<file path="config.mk">
export PLATFORM = sky130hd
export DESIGN_NAME = fpu_move_pipe
export DESIGN_NICKNAME = d
export VERILOG_FILES = /design/src/rtl/fpu_move_pipe.sv
export SDC_FILE = /design/constraint.sdc
export NUM_CORES = 1
export LEC_CHECK = 0
export CAP_MARGIN = 25
export CELL_PAD_IN_SITES_DETAIL_PLACEMENT = 1
export CELL_PAD_IN_SITES_GLOBAL_PLACEMENT = 2
export CORE_MARGIN = 2
export CORE_UTILIZATION = 26
export DETAILED_ROUTE_END_ITERATION = 7
export PLACE_DENSITY = 0.87
export SYNTH_ARGS = -nofsm -noshare
export SYNTH_HDL_FRONTEND = slang
export SYNTH_SLANG_ARGS = --single-unit
</file>
<file path="constraint.sdc">
create_clock -name clk -period 2.7 [get_ports clk]
set_input_delay 0.405 -clock clk [delete_from_list [all_inputs] [get_ports clk]]
set_output_delay 0.405 -clock clk [all_outputs]
set_load 0.02 [all_outputs]
</file>
<file path="src/rtl/fpu_move_pipe.sv">
`default_nettype none
// ============================================================================
// Module   : fpu_move_pipe
// Brief    : FMV.X.F / FMV.F.X move unit with illegal-opcode flag and a
//            DEPTH-entry result FIFO behind valid/ready handshakes.
// Revision : 1.0 - initial release
// ============================================================================
module fpu_move_pipe #(
    parameter int XLEN  = 32,
    parameter int FLEN  = 16,
    parameter int DEPTH = 2
) (
    input  logic                     clk,
    input  logic                     rst,
    input  logic                     flush,
    input  logic                     in_valid,
    output logic                     in_ready,
    input  logic [1:0]               opcode,
    input  logic [XLEN-1:0]          move_in,
    output logic                     out_valid,
    input  logic                     out_ready,
    output logic [XLEN-1:0]          move_out,
    output logic                     out_illegal,
    output logic [$clog2(DEPTH):0]   count
);

    localparam int            AW           = $clog2(DEPTH);
    localparam int            CW           = AW + 1;
    localparam logic [CW-1:0] C_DEPTH      = CW'(DEPTH);
    localparam logic [1:0]    C_OP_FMV_X_F = 2'b01;
    localparam logic [1:0]    C_OP_FMV_F_X = 2'b10;

    logic [XLEN-1:0] r_data [DEPTH];
    logic            r_ill  [DEPTH];
    logic [AW-1:0]   r_wr;
    logic [AW-1:0]   r_rd;
    logic [CW-1:0]   r_count;

    logic [XLEN-1:0] w_sext;
    logic [XLEN-1:0] w_box;
    logic [XLEN-1:0] w_result;
    logic            w_illegal;
    logic            w_push;
    logic            w_pop;

    generate
        if (XLEN > FLEN) begin : g_widen
            logic w_unused_hi;
            assign w_sext      = {{(XLEN-FLEN){move_in[FLEN-1]}}, move_in[FLEN-1:0]};
            assign w_box       = {{(XLEN-FLEN){1'b1}}, move_in[FLEN-1:0]};
            assign w_unused_hi = ^move_in[XLEN-1:FLEN];
        end else begin : g_same
            assign w_sext = move_in;
            assign w_box  = move_in;
        end
    endgenerate

    always_comb begin
        w_result  = '0;
        w_illegal = 1'b0;
        case (opcode)
            C_OP_FMV_X_F: w_result  = w_sext;
            C_OP_FMV_F_X: w_result  = w_box;
            default:      w_illegal = 1'b1;
        endcase
    end

    // in_ready depends only on registered occupancy and rst, never on out_ready.
    assign in_ready    = !rst && (r_count < C_DEPTH);
    assign out_valid   = (r_count != '0);
    assign w_push      = in_valid && in_ready;
    assign w_pop       = out_valid && out_ready;
    assign move_out    = out_valid ? r_data[r_rd] : '0;
    assign out_illegal = out_valid ? r_ill[r_rd]  : 1'b0;
    assign count       = r_count;

    always_ff @(posedge clk) begin
        if (rst) begin
            r_wr    <= '0;
            r_rd    <= '0;
            r_count <= '0;
            for (int i = 0; i < DEPTH; i++) begin
                r_data[i] <= '0;
                r_ill[i]  <= 1'b0;
            end
        end else if (flush) begin
            r_wr    <= '0;
            r_rd    <= '0;
            r_count <= '0;
        end else begin
            if (w_push) begin
                r_data[r_wr] <= w_result;
                r_ill[r_wr]  <= w_illegal;
                r_wr         <= r_wr + 1'b1;
            end
            if (w_pop) begin
                r_rd <= r_rd + 1'b1;
            end
            case ({w_push, w_pop})
                2'b10:   r_count <= r_count + 1'b1;
                2'b01:   r_count <= r_count - 1'b1;
                default: r_count <= r_count;
            endcase
        end
    end

endmodule
`default_nettype wire

</file>
-- Word-level counts from Yosys, hierarchy flattened
Memories as Yosys holds them, arrays and structs flattened. A register that Yosys moved wholly into a read port is not among the register bits.
Cells that the tools add are included.
- bits in registers: 4
- bits in writable memories: 66
- bits of input ports: 39
- output and inout bits: 37
- word-level logic and storage cells: 45
- memories: 2
- add/subtract/negate cells: 4
- order comparisons: 1
- eq/ne operators: 4
- muxes and demuxes: 21
- reduce and logical (&&, ||, !) cells: 10
- memory list (memory ; depth ; bits a word ; read ports ; clocked after memory_dff ; write ports ; RTL line ; text):
    r_data ; 2 ; 32 ; 1 ; 1 ; 2 ; 33 ; logic [XLEN-1:0] r_data [DEPTH];
    r_ill ; 2 ; 1 ; 1 ; 1 ; 2 ; 34 ; logic r_ill [DEPTH];
- operators by type and width (kind ; number):
    2-to-1 mux 32 bit ; 2
    case mux 32 bit (2 select lines) ; 1
    OR reduction 32 bit ; 1
    2-to-1 mux 1 bit ; 17
    equality test 2 x 1 -> 1 bit (second input constant) ; 2
    equality test 2 bit (second input constant) ; 2
    case mux 2 bit (2 select lines) ; 1
    nonzero test 2 bit ; 2
    OR reduction 2 bit ; 2
    logical AND 1 bit ; 3
    adder 1 bit (second input constant) ; 2
    adder 2 x 1 -> 2 bit (second input constant) ; 1
    less-than comparator 2 bit (second input constant) ; 1
    subtractor 2 x 1 -> 2 bit (second input constant) ; 1
    logical NOT 1 bit ; 1
    OR reduction 1 bit ; 1

-- Longest topological paths before layout
Gate-level depths: netlist of run 1.
- word-level depth: 9
- depth in mapped cells: 7

-- Worst setup path before layout of run 1
OpenSTA, ideal clock, no wires.
- kind: register to output
- start: register r_count[1], in the netlist count[1]
- end: output move_out[17]
- arrival time: 1.963 ns
- data required time: 2.295 ns
- slack: 0.332 ns
- stages on the path, launching flop included: 5
- path buffers: 2
- cells stage by stage: dfxtp_1 > nor2_1 > buf_2 > nor2_1 > buf_4
- cells in the longest elaborated chain, start to end: 2
- RTL lines (element ; RTL line ; text):
    start, declared ; 37 ; logic [CW-1:0] r_count;
    start signal, assigned ; 100 ; 2'b10: r_count <= r_count + 1'b1;
    start signal, assigned ; 101 ; 2'b01: r_count <= r_count - 1'b1;
    start signal, assigned ; 102 ; default: r_count <= r_count;
    nonzero test 2 bit ; 70 ; assign out_valid = (r_count != '0);
    2-to-1 mux 32 bit ; 73 ; assign move_out = out_valid ? r_data[r_rd] : '0;
    end, declared ; 22 ; output logic [XLEN-1:0] move_out,
No other way between the ends.

-- Final worst setup path of run 1
- start: register r_count[0], in the netlist count[0]
- end: output move_out[0]
The elaborated chain is that of the path after synthesis.

==> results.md, run 1 <==
* Maximum vdd ir drop at 0.000149 V
* Number of global-route vias before repair at 1,529
* Starting Density at 0.272
* Antenna violations before repair at 0
* Post-synth top area share at 0.542
* Sequential area share after synthesis at 0.592
* Max incr delay on CP at 530 ps
* Cell Pwr Density at 469 nW/um2
* Max cap viols at 0
* Largest net degree at the start of global routing at 19
* FF-to-FF setup slack at 930 ps
* Ant. Diodes at 0
* P_leak at 0.918 nW
* Clock skew at 3.62 ps
* Critical-path cell list: nor2_2 -> buf_4 -> nor2_1 -> clkdlybuf4s50_1
* Hold path depth at 2
* DR DRC count at 0
* Synth warn at 0
* Final hold vios at 0
* Outcome: finished, final reports clean
* Number of hold buffers added after CTS at 0
* CTS Buf Count at 5
* Cell internal pwr at 0.972 mW
* DR pass1 iterations at 4
* Setup violations, final at 0
* FMAX at approximately 430 MHz
* CTS resizes at 0
* Layout cells sized above 1 at 0.0882
* Port Buffers at 59
* Max_slew headroom at 0.702
* Distinct cells, synth at 22
* Fin. max-slew vios at 0
* Placer Congestion at 0.677
* Worst-path fanout max at 10
* CP startpoint kind: register
* Switching power at slightly below 0.3 mW
* Cells after Synth at 184
* Worst R2R Path Depth at 5
* Synthesis-stage register bit count at slightly above 40
* Synth area leaders: edfxtp_1 54%, nor2_1 11%, mux2i_1 9.0%
* Chip Height at 91.6 um
* Congestion Overflow GR at 0
* Dpl ws at 346 ps
* Reg-to-reg startpoint: count[1]$_SDFFE_PP0P_
* Syn avg cell area at approximately 11 um2
* Fin worst setup slack at 364 ps
* Hold Crit Start: r_rd$_SDFFE_PP0P_
* Final ANT Viol Nets at 0
* Layout Nets at 279
* Vias at 1,410
* HPWL Detailed at roughly 3300 um
* H-tree level count at 2
* Routed WL at 4330 um
* Slew at the pin closest to its max-slew limit at about 450 ps
* Min Tclk post-route at ~2300 ps
* Longest Clk Path Bufs at 2
* Worst EP required at 2300 ps
* HP Class: register to register
* Drt wl/cell at 12.9 um
* Sw Share at 0.234
* Core ar. at 7330 um2
* Via density at roughly 4.2
* Worst-path clk slew at 70 ps
* Clk pwr share at 0.293
* Top Ports at 76
* Mapped cell area at 2000 um2
* Critical path launch point: count[0]$_SDFFE_PP0P_
* Flop pwr share at 0.570
* Worst R2R End: count[1]$_SDFFE_PP0P_
* Yosys top cell by area: edfxtp_1
* Clk_lat worst skew at approximately 290 ps
* CP max-delay cell: clkdlybuf4s50_1
* Critical Path Sink: move_out[0]
* Setup bufs post-CTS at 0
* Die width at 91.6 um
* Drt initial violations at 33
* Final Cycle Share at 0.865
* Worst hold margin at 537 ps
* Commonest cells after routing, fill and taps aside: 59 x nor2_1, 59 x clkdlybuf4s50_1, 36 x edfxtp_1, 18 x mux2i_1, 16 x nand2_1
* First-pass GRT wire length at 7220 um
* Gr usage total at 0.110
* RSZ-0062 raised after global routing: no
* Root buffer cell: clkbuf_8
* Layout area overhead at 35.5%
* # fillers at 816
* Worst Path Arrival at roughly 1900 ps
* Comb pwr share at 0.137
* CP Capture Type: output port
* Syn nets at about 230
* Die Area at 8390 um2
* Critical path type: register to output port
* Row count at 31
* Fin Setup TNS at 0 ps
* CTS tree: built
* CTS Sinks at 41
power groups by stage:
| stage | Clock (mW) | Combinational (mW) | Sequential (mW) |
|---|---|---|---|
| 6_report | 0.372 | 0.173 | 0.724 |
| 5_1_grt | 0.415 | 0.190 | 0.727 |
| 4_1_cts | 0.381 | 0.178 | 0.724 |
| 3_5_place_dp | 0 | 0.177 | 0.738 |
| 3_3_place_gp | 0 | 0.174 | 0.736 |
| 2_1_floorplan | 0 | 0.0951 | 0.737 |
registers in the layout, indices dropped and copies added, names as in the netlist, named ones only:
name and flops:
r_rd 1, count 2, r_wr 1, r_ill 2, r_data 34
cells by family (layout without fill, tap and decap cells):
family	Yosys count	count (layout)	share of synthesized area
xor gates and xnor gates	4	4	0.0176
adders and majority gates	3	3	0.0188
AOI/OAI and AO/OA	5	5	0.0150
DFF	41	41	0.592
buffers and inverters	29	83	0.0934
and+or+nand+nor	84	84	0.173
muxes	18	18	0.0903
worst max-delay path: cells and delay by family (launching register included):
family | cells | cell delay, ps
buffers and inverters | 2 | 790
AND/OR/NAND/NOR | 2 | 480
flip-flops | 1 | 380
synth_stat cells (all sizes together):
cell type  number
or3             1
or2             1
dfxtp           5
a21oi           1
nand2b          3
nor2           60
ha              3
edfxtp         36
buf            22
mux2i          18
o21ai           3
nor4b           1
inv             6
xor2            2
nor3b           1
nand2          17
clkbuf          1
o21ba           1
xnor2           2
layer usage:
layer  GRT usage  vias to the layer above  share of wire
met5           0                        -              0
met4      0.0417                        0          0.015
met1       0.120                      668           0.40
met3      0.0271                        6          0.051
li1            -                      697              -
met2       0.204                       39           0.53
worst min path at each step:
stage                     slack (ps)                 to
after floorplan                  470           register
after global placement           490  r_rd$_SDFFE_PP0P_
after detailed placement         540           register
after CTS                        540           register
after global routing             550           register
final                            540           register
layout make-up:
class / instances / area [um2] / share of cell area
repair buffers: 69 / 666 / 0.246
inverters: 6 / 22.5 / 0.00833
clock inverters: 3 / 12.5 / 0.00463
flip-flops and latches: 41 / 1180 / 0.437
well taps: 99 / 124 / 0.0458
clock buffers: 5 / 68.8 / 0.0254
multi-input cells: 114 / 631 / 0.233
per-stage QoR:
stage	cell area, um2	power, mW	instances	util
6_report	2710	1.27	337	0.369
5_1_grt	2710	1.33	337	0.369
4_1_cts	2700	1.28	337	0.369
3_5_place_dp	2620	0.916	329	0.358
3_3_place_gp	2620	0.910	329	0.358
2_1_floorplan	2000	0.832	184	-
Power figures use the tool's default switching activity.
==> run 2, diff against run 1 <==
CORE_MARGIN = not set   (was 2)
==> run 2 against run 1 <==
Critical path depth stayed put. Cell count stayed put. Worst hold slack got worse by 16 ps. Largest power group unchanged. Highest routed layer unchanged.
==> results.md, run 2 (synthesis gave the netlist of run 1 again) <==
* Top Ports at 76
* Setup bufs post-CTS at 0
* Number of global-route vias before repair at ~1,500
* Slew at the pin closest to its max-slew limit at 433 ps
* CTS resizes at 0
* CTS Buf Count at 5
* Largest Register: r_data
* Met3 usage at 0.0302
* Congestion Overflow GR at 0
* Clk_lat worst skew at around 290 ps
* Worst Path Arrival at 1940 ps
* Root buffer cell: clkbuf_8
* Layer with the highest usage: met2
* CTS tree: built
* Longest Clk Path Bufs at 2
* Drt initial violations at 83
* Fin worst setup slack at 356 ps
* P_leak at 0.915 nW
* Die Area at 8030 um2
* Antenna violations before repair at 0
* Via density at 4.16
* First-pass GRT wire length at 6980 um
* Ant. Diodes at 0
* CTS Sinks at 41
* Setup violations, final at 0
* Critical-path cell list: nor2_2 -> buf_4 -> nor2_1 -> clkdlybuf4s50_1
* Met2 Track Usage GR at 0.224
* Gr usage total at 0.119
* CP max-delay cell: clkdlybuf4s50_1
* DR pass1 iterations at 4
* Worst-path fanout max at 11
* Critical path type: register to output port
* DR DRC count at 0
* Drt wl/cell at around 13 um
* Port Buffers at 59
* Core ar. at around 7300 um2
* HPWL Detailed at approximately 3200 um
* Clock skew at 7.15 ps
* Outcome: finished, final reports clean
* Chip Height at roughly 90 um
* CP startpoint kind: register
* Layout Nets at 279
* FMAX at roughly 430 MHz
* Max_slew headroom at 0.711
* Max incr delay on CP at 550 ps
* Worst-path clk slew at 70 ps
* Final ANT Viol Nets at 0
* Largest net degree at the start of global routing at 19
* Layout cells sized above 1 at 0.0840
* Die width at 89.6 um
* Fin Setup TNS at 0 ps
* CP Capture Type: output port
* Dpl ws at around 370 ps
* Maximum vdd ir drop at 0.000163 V
* Max cap viols at 0
* Max reg flops at 34
* Vias at 1,401
* Starting Density at 0.272
* Final Cycle Share at 0.868
* Commonest cells after routing, fill and taps aside: 59 x nor2_1, 59 x clkdlybuf4s50_1, 36 x edfxtp_1, 18 x mux2i_1, 16 x nand2_1
* RSZ-0062 raised after global routing: no
* Row count at 31
* H-tree level count at 2
* M1 GR Usage at 0.127
* Routed WL at roughly 4300 um
* HP Class: register to register
* Final hold vios at 0
* Placer Congestion at 0.652
* Worst EP required at 2300 ps
* Cell Pwr Density at approximately 470 nW/um2
* Fin. max-slew vios at 0
* Min Tclk post-route at around 2300 ps
* Number of hold buffers added after CTS at 0
* Layout area overhead at 35.5%
==> run 2: cell types whose count changed in the layout (fill, tap and decap cells not counted) <==
cell	change
clkbuf_1	+3
clkinv_1	-2
clkinv_2	-1
==> run 2: worst paths after layout <==
check | from | endpoint | slack [ps] | cells after the start
hold / removal | r_rd$_SDFFE_PP0P_ | r_rd$_SDFFE_PP0P_ | 520 | 2
setup reg to reg | count[1]$_SDFFE_PP0P_ | count[1]$_SDFFE_PP0P_ | 970 | 5
hold reg to reg | r_rd$_SDFFE_PP0P_ | r_rd$_SDFFE_PP0P_ | 520 | 2
setup / recovery | count[1]$_SDFFE_PP0P_ | out_illegal | 360 | 4
==> run 2: worst max-delay path, delay by kind of cell (launching register included) <==
family                 cells  cell delay (ps)
buffers and inverters      2              820
AND/OR/NAND/NOR            2              450
flip-flops                 1              390
==> run 2: metrics by stage <==
stage / instances / area, um2 / utilization / power (mW) / hold WS [ps]
after detailed placement: 329 / 2620 / 0.358 / 0.916 / 512
after floorplan: 184 / 2000 / - / 0.832 / 472
after global routing: 337 / 2700 / 0.369 / 1.33 / 589
after CTS: 337 / 2700 / 0.368 / 1.29 / 532
after global placement: 329 / 2620 / 0.358 / 0.910 / 487
final: 337 / 2700 / 0.369 / 1.28 / 520
==> run 2: power breakdown <==
| part | internal [mW] | switching (mW) | total [mW] |
|---|---|---|---|
| Clock | 0.184 | 0.194 | 0.378 |
| Combinational | 0.0841 | 0.0903 | 0.174 |
| Sequential | 0.714 | 0.00881 | 0.723 |
| Total | 0.982 | 0.293 | 1.28 |
==> run 2: layout make-up <==
type                    instances  area [um2]
flip-flops and latches         41        1180
clock buffers                   8        80.1
repair buffers                 69         666
well taps                      99         124
inverters                       6        22.5
fillers                       812        4630
multi-input cells             114         631
==> run 2: metal layers <==
layer  wire length [um]  part of all wire
met4                 65             0.015
met2               2350              0.55
met3                187             0.043
met1               1700              0.40
met5                  0                 0
==> run 3, diff against run 2 <==
CTS_CLUSTER_SIZE = 40   (was not set)
==> results of run 3 <==
The final DEF is identical to that of run 2; final timing and power are the same.
